--- config.mk ---
export PLATFORM = sky130hd
export DESIGN_NAME = branch_sequencer
export DESIGN_NICKNAME = d
export VERILOG_FILES = /design/src/rtl/branch_sequencer.sv
export SDC_FILE = /design/constraint.sdc
export NUM_CORES = 1
export LEC_CHECK = 0
export ABC_AREA = 1
export CORE_MARGIN = 10
export CORE_UTILIZATION = 21
export DETAILED_ROUTE_END_ITERATION = 12
export PLACE_DENSITY = 0.78
export SETUP_SLACK_MARGIN = 0.3
export SYNTH_ARGS = -nofsm -noshare
export SYNTH_HDL_FRONTEND = slang
export SYNTH_SLANG_ARGS = --single-unit
--- constraint.sdc ---
create_clock -name clock -period 1.51 [get_ports clock]
set_clock_uncertainty 0.05 [all_clocks]
set_input_delay 0.302 -clock clock [delete_from_list [all_inputs] [get_ports clock]]
set_output_delay 0.302 -clock clock [all_outputs]
set_load 0.02 [all_outputs]
--- src/rtl/branch_sequencer.sv ---
// branch_sequencer
//   Steps the datapath through a conditional branch: read the condition
//   register (RD), move PC into Y (ADDR), add the immediate offset (CALC),
//   then load PC from Zlow only when the branch condition held (COMMIT).
//
// Parameters
//   BR_OPCODE  branch opcode compared against ir[31:27]
//   C2_LSB     LSB of the 2-bit condition field ir[C2_LSB+1:C2_LSB]
//
// Ports
//   clock        single clock, rising-edge
//   reset        synchronous active-high reset
//   start        one-cycle request to run the branch held in ir
//   ir           instruction word, sampled only when start is accepted
//   bus_mux_out  datapath bus, evaluated at the end of RD
//   gra, r_out, con_in                RD strobes
//   pc_out, y_in                      ADDR strobes
//   c_out, alu_add, z_in              CALC strobes
//   zlow_out, pc_in                   COMMIT strobes, only for a taken branch
//   busy         high in every state except IDLE
//   done         one-cycle pulse in COMMIT
//   taken        registered branch condition, valid ADDR..COMMIT and held
//   err          registered one-cycle pulse for a start with a wrong opcode
//
// Optional feature (macro BRANCH_STATS_EN)
//   taken_count, not_taken_count  16-bit wrapping counters of completed
//   branches, cleared by reset. Absent entirely when the macro is undefined.
//
// States
//   state  | meaning
//   IDLE   | waiting for start with a matching opcode
//   RD     | condition register on the bus, CON flag evaluated
//   ADDR   | PC driven onto the bus, loaded into Y
//   CALC   | immediate added to Y, result captured in Z
//   COMMIT | PC loaded from Zlow if taken; done pulse

module branch_sequencer #(
  parameter logic [4:0] BR_OPCODE = 5'b10011,
  parameter int         C2_LSB    = 19
) (
  input  logic        clock,
  input  logic        reset,
  input  logic        start,
  input  logic [31:0] ir,
  input  logic [31:0] bus_mux_out,
  output logic        gra,
  output logic        r_out,
  output logic        con_in,
  output logic        pc_out,
  output logic        y_in,
  output logic        c_out,
  output logic        alu_add,
  output logic        z_in,
  output logic        zlow_out,
  output logic        pc_in,
  output logic        busy,
  output logic        done,
  output logic        taken,
  output logic        err
`ifdef BRANCH_STATS_EN
  ,
  output logic [15:0] taken_count,
  output logic [15:0] not_taken_count
`endif
);

  typedef enum logic [2:0] {
    IDLE   = 3'd0,
    RD     = 3'd1,
    ADDR   = 3'd2,
    CALC   = 3'd3,
    COMMIT = 3'd4
  } stateT;

  stateT       state;
  stateT       nextState;
  logic [1:0]  c2;
  logic        opMatch;
  logic        accept;
  logic        condMet;
  logic        unusedIrBits;

  assign opMatch = (ir[31:27] == BR_OPCODE);
  assign accept  = (state == IDLE) && start && opMatch;

  // Only the opcode and condition fields of ir matter here.
  assign unusedIrBits = ^ir;

  always_comb begin
    condMet = 1'b0;
    case (c2)
      2'b00: condMet = ~|bus_mux_out;
      2'b01: condMet = |bus_mux_out;
      2'b10: condMet = ~bus_mux_out[31];
      2'b11: condMet = bus_mux_out[31];
      default: condMet = 1'b0;
    endcase
  end

  always_ff @(posedge clock) begin
    if (reset) begin
      state <= IDLE;
      c2    <= 2'b00;
      taken <= 1'b0;
      err   <= 1'b0;
    end else begin
      state <= nextState;
      // A start is only judged in IDLE; while busy it is silently dropped.
      err   <= (state == IDLE) && start && !opMatch;
      if (accept) begin
        c2    <= ir[C2_LSB +: 2];
        taken <= 1'b0;
      end
      // RD always exits to ADDR, so this is the single bus sample point.
      if (state == RD) begin
        taken <= condMet;
      end
    end
  end

  always_comb begin
    nextState = state;
    gra       = 1'b0;
    r_out     = 1'b0;
    con_in    = 1'b0;
    pc_out    = 1'b0;
    y_in      = 1'b0;
    c_out     = 1'b0;
    alu_add   = 1'b0;
    z_in      = 1'b0;
    zlow_out  = 1'b0;
    pc_in     = 1'b0;
    done      = 1'b0;
    busy      = (state != IDLE);
    case (state)
      IDLE: begin
        if (accept) begin
          nextState = RD;
        end
      end
      RD: begin
        gra       = 1'b1;
        r_out     = 1'b1;
        con_in    = 1'b1;
        nextState = ADDR;
      end
      ADDR: begin
        pc_out    = 1'b1;
        y_in      = 1'b1;
        nextState = CALC;
      end
      CALC: begin
        c_out     = 1'b1;
        alu_add   = 1'b1;
        z_in      = 1'b1;
        nextState = COMMIT;
      end
      COMMIT: begin
        done      = 1'b1;
        zlow_out  = taken;
        pc_in     = taken;
        nextState = IDLE;
      end
      default: begin
        nextState = IDLE;
      end
    endcase
  end

`ifdef BRANCH_STATS_EN
  always_ff @(posedge clock) begin
    if (reset) begin
      taken_count     <= 16'd0;
      not_taken_count <= 16'd0;
    end else if (state == COMMIT) begin
      if (taken) begin
        taken_count <= taken_count + 16'd1;
      end else begin
        not_taken_count <= not_taken_count + 16'd1;
      end
    end
  end
`endif

endmodule

# Word-level counts from Yosys, hierarchy flattened
# Index checks and enable logic that the tools add are counted.
# totals
ff_bits	7
word_cells	34
# classes
eq_ne	9
mux	10
n_bitwise	1
reduce_logical	10
# ops
cell	n
OR reduction 32 bit	1
case mux 3 bit (4 select lines)	1
2-to-1 mux 1 bit	7
equality test 3 x 2 -> 1 bit, second input constant	2
equality test 5 bit, second input constant	1
equality test 2 bit, second input constant	2
case mux 1 bit (4 select lines)	1
equality test 3 x 1 -> 1 bit, second input constant	1
equality test 3 bit, second input constant	1
logical AND 1 bit	3
zero test 3 bit	1
2-to-1 mux 3 bit	1
nonzero test 3 bit	1
equality test 2 x 1 -> 1 bit, second input constant	1
zero test 1 bit	2
zero test 2 bit	1
inequality test 2 bit, second input constant	1
nonzero test 2 bit	1
inverter 1 bit	1

# Logic depth before layout (Yosys ltp)
# logic_depth
word_depth	5
depth_mapped	11

# Worst setup path before layout
# OpenSTA, ideal clock, no wires.
# synth_timing
path_kind	flip-flop to output port
startpoint	register state[0]
endpoint	output port gra
arrival_ns	1.438
required_ns	1.158
setup_slack_ns	-0.280
path_stages_with_launch	4
path_buffers	1
cell_sequence	dfxtp_1 > clkinv_2 > nor3_1 > buf_4
# synth_between
elab_chain_len	2
# synth_rtl
item	line_no	rtl
start: declaration	75	stateT state;
start signal: assignment	107	state <= nextState;
equality test 3 x 1 -> 1 bit	n/a	
2-to-1 mux 1 bit	n/a	
end: declaration	46	output logic gra,
# No other way between the ends.

# Worst setup path after layout
# layout_timing
startpoint	register state[1]
endpoint	output port y_in
# layout_between
elab_chain_len	2
# layout_rtl
item	line_no	rtl
equality test 3 x 2 -> 1 bit	135	case (state)
2-to-1 mux 1 bit	135	
end: declaration	50	output logic y_in,
# No other way between the ends.

==> run_results.csv <==
group,metric,value,unit
run_status,outcome,"complete, no violations",
floorplanning,io_pins,81,
synthesis,synth_largest_area_cell,"dfxtp_1",
timing,hold_viol,0,
worst_setup_path,r2r-end,"taken",
route,drt_first_pass_iters,4,
timing,hold-worst-slack,436,ps
place,placed_cell_area,1160,um2
cells_and_area,final_nets,206,
global_route,grt_pass1_wl,3310,um
clocking,clk_path_buf_depth,2,
clocking,cts_hold_buf,0,
power_and_ir_drop,p_total,0.531,mW
timing,rsz0062_at_grt,"true",
cells_and_area,drive_gt1_frac,0.370,
worst_setup_path,worstSetupPathType,"flop to output port",
cells_and_area,n_antenna_cell,0,
route,initialDrtViolationCount,19,
route,vias,700,
run,maxCapViolCount,0,
synthesis,synthArstFlopShare,0,
clocking,cts.sinks,7,
power_and_ir_drop,irDropWorstVdd,0.358,mV
cells_and_area,synthToLayoutAreaGrowth,151,%
place,placed_cells,161,
synthesis,synthTopCellsByCount,"nor2_1 (21), nand2_1 (10), dfxtp_1 (7), buf_4 (6)",
route,drt-total-wl,2250,um
clocking,cts_buffers,3,
synthesis,ys_top_cells_by_area,"dfxtp_1 (28%), nor2_1 (16%), buf_4 (9.2%)",
global_route,grt_usage,0.0937,
worst_setup_path,cp.required,1160,ps
timing,fin_crit_sh,0.987,
timing,tns,0,ps
global_route,gr-total-overflow,0,
route,ant_nets,0,
worst_setup_path,end_kind,"output port",
cells_and_area,register_area,151,um2
cells_and_area,final_cells,166,
floorplanning,die_w,68.4,um
floorplanning,start_util,0.222,
synthesis,postSynthCellCount,77,
route,drcViolationCount,0,
floorplanning,core_region_area,2210,um2
worst_setup_path,r2r_slack,100,ps
power_and_ir_drop,p_leak,0.554,nW
clocking,cts-root-buf,"clkbuf_4",
hold_path,hold_path.class,"flop to flop",
place,routabilityCongestion,0.760,
worst_setup_path,reg2reg_from,"state[1]",
timing,final-setup-viol-count,0,
timing,max_freq,671,MHz
synthesis,synth_seq_cells,7,
clocking,cts_tree,"yes",
cells_and_area,fin_area,1230,um2
clocking,h-tree-depth,1,
clocking,insertion_delay,260,ps
hold_path,holdCritStartpoint,"c2[0]",
place,port_buffers,55,
worst_setup_path,critPathLaunch,"state[1]",
worst_setup_path,startpoint_type,"flop",
clocking,clkSlewWorstSetupHoldPaths,60,ps
synthesis,synth_area_per_cell,6.39,um2
synthesis,synth.most_common_cell,"nor2_1",
synthesis,synth_edf_count,0,
synthesis,synth_cell_types,23,
synthesis,synth_ff_type,"dfxtp_1",
synthesis,yosysTopAreaCellShare,0.285,
route,routed_via_density,4.22,
synthesis,synth_nets,144,
timing,setup_ws,18.9,ps
route,avgRoutedWirePerCell,13.5,um
worst_setup_path,arrival,1140,ps
worst_setup_path,cp-endpoint,"y_in",
synthesis,ys_seq_area_frac,0.285,
global_route,grt_pass1_vias,738,
cells_and_area,fill_cells,216,
global_route,grt_start_max_net_pins,6,
timing,finalMaxSlewViolations,0,
timing,worst_pin_slew,236,ps
floorplanning,die_h,68.4,um
synthesis,yosysWarnings,0,
worst_setup_path,reg2regPathDepth,9,
power_and_ir_drop,power.density,430,nW/um2
worst_setup_path,cp_max_fo,4,
place,dp_hpwl,1950,um
floorplanning,rows,17,
synthesis,synthesis.area,492,um2
cells_and_area,utilization,0.558,
timing,slew_headroom,0.842,
global_route,antenna_found_initial,0,
place,dp_worst_setup_slack,-219,ps
timing,min_period,1490,ps
cells_and_area,multiInputGateArea,342,um2
floorplanning,dieArea,4680,um2
==> final cells by class <==
| type | instances | area share |
|---|---|---|
| Tap cell | 28 | 0.0284 |
| Multi-Input combinational cell | 55 | 0.277 |
| Sequential cell | 7 | 0.123 |
| Inverter | 8 | 0.0344 |
| Timing Repair Buffer | 64 | 0.517 |
| Clock buffer | 4 | 0.0213 |
==> power breakdown <==
part | total (mW) | switching [mW] | leakage, nW | internal, mW
logic | 0.165 | 0.0481 | 0.479 | 0.117
registers | 0.187 | 0.00319 | 0.0591 | 0.184
clock network | 0.179 | 0.0775 | 0.0150 | 0.101
total | 0.531 | 0.129 | 0.554 | 0.402
==> kinds of logic after synthesis <==
kind of cell,synth area share
simple gates,0.445
compound gates,0.0891
buf+inv,0.181
flops,0.285
==> cell usage in the layout, fill, tap and decap left out, types with 4 or more instances in the layout <==
master           count
clkdlybuf4s50_1     35
nand2_1             10
nor2_1              18
inv_1                4
dfxtp_1              4
buf_4               13
buf_6                7
dlymetal6s2s_1       6
==> routing by layer <==
layer	GRT usage	vias up	routed length, um
met1	0.0930	306	763
met2	0.172	27	1260
met5	0	-	0
met4	0.0377	0	18
met3	0.0343	3	202
li1	-	364	-
==> state kept, by name, indices dropped and copies added, names as in the netlist <==
name   cells
err        1
state      3
taken      1
c2         2
==> worst max-delay path, cell delays in order, from the launching register on <==
cell	delay [ps]
dfxtp_4	390
clkinv_4	80
buf_12	130
nor2_4	140
buf_6	140
==> worst min path at each step <==
| stage | end | depth (start not counted) |
|---|---|---|
| finish | c2[0] | 2 |
| global route | c2[0] | 2 |
| CTS | c2[1] | 2 |
| detailed placement | c2[1] | 2 |
| global placement | c2[1] | 2 |
| floorplan | state[2] | 1 |
==> repair_timing <==
item,CTS,global route
pin swaps,6,14
buffers inserted,0,1
endpoints found under the setup margin,18,16
gates resized for setup,74,19
Note: power is estimated with default switching activity, not from simulation.
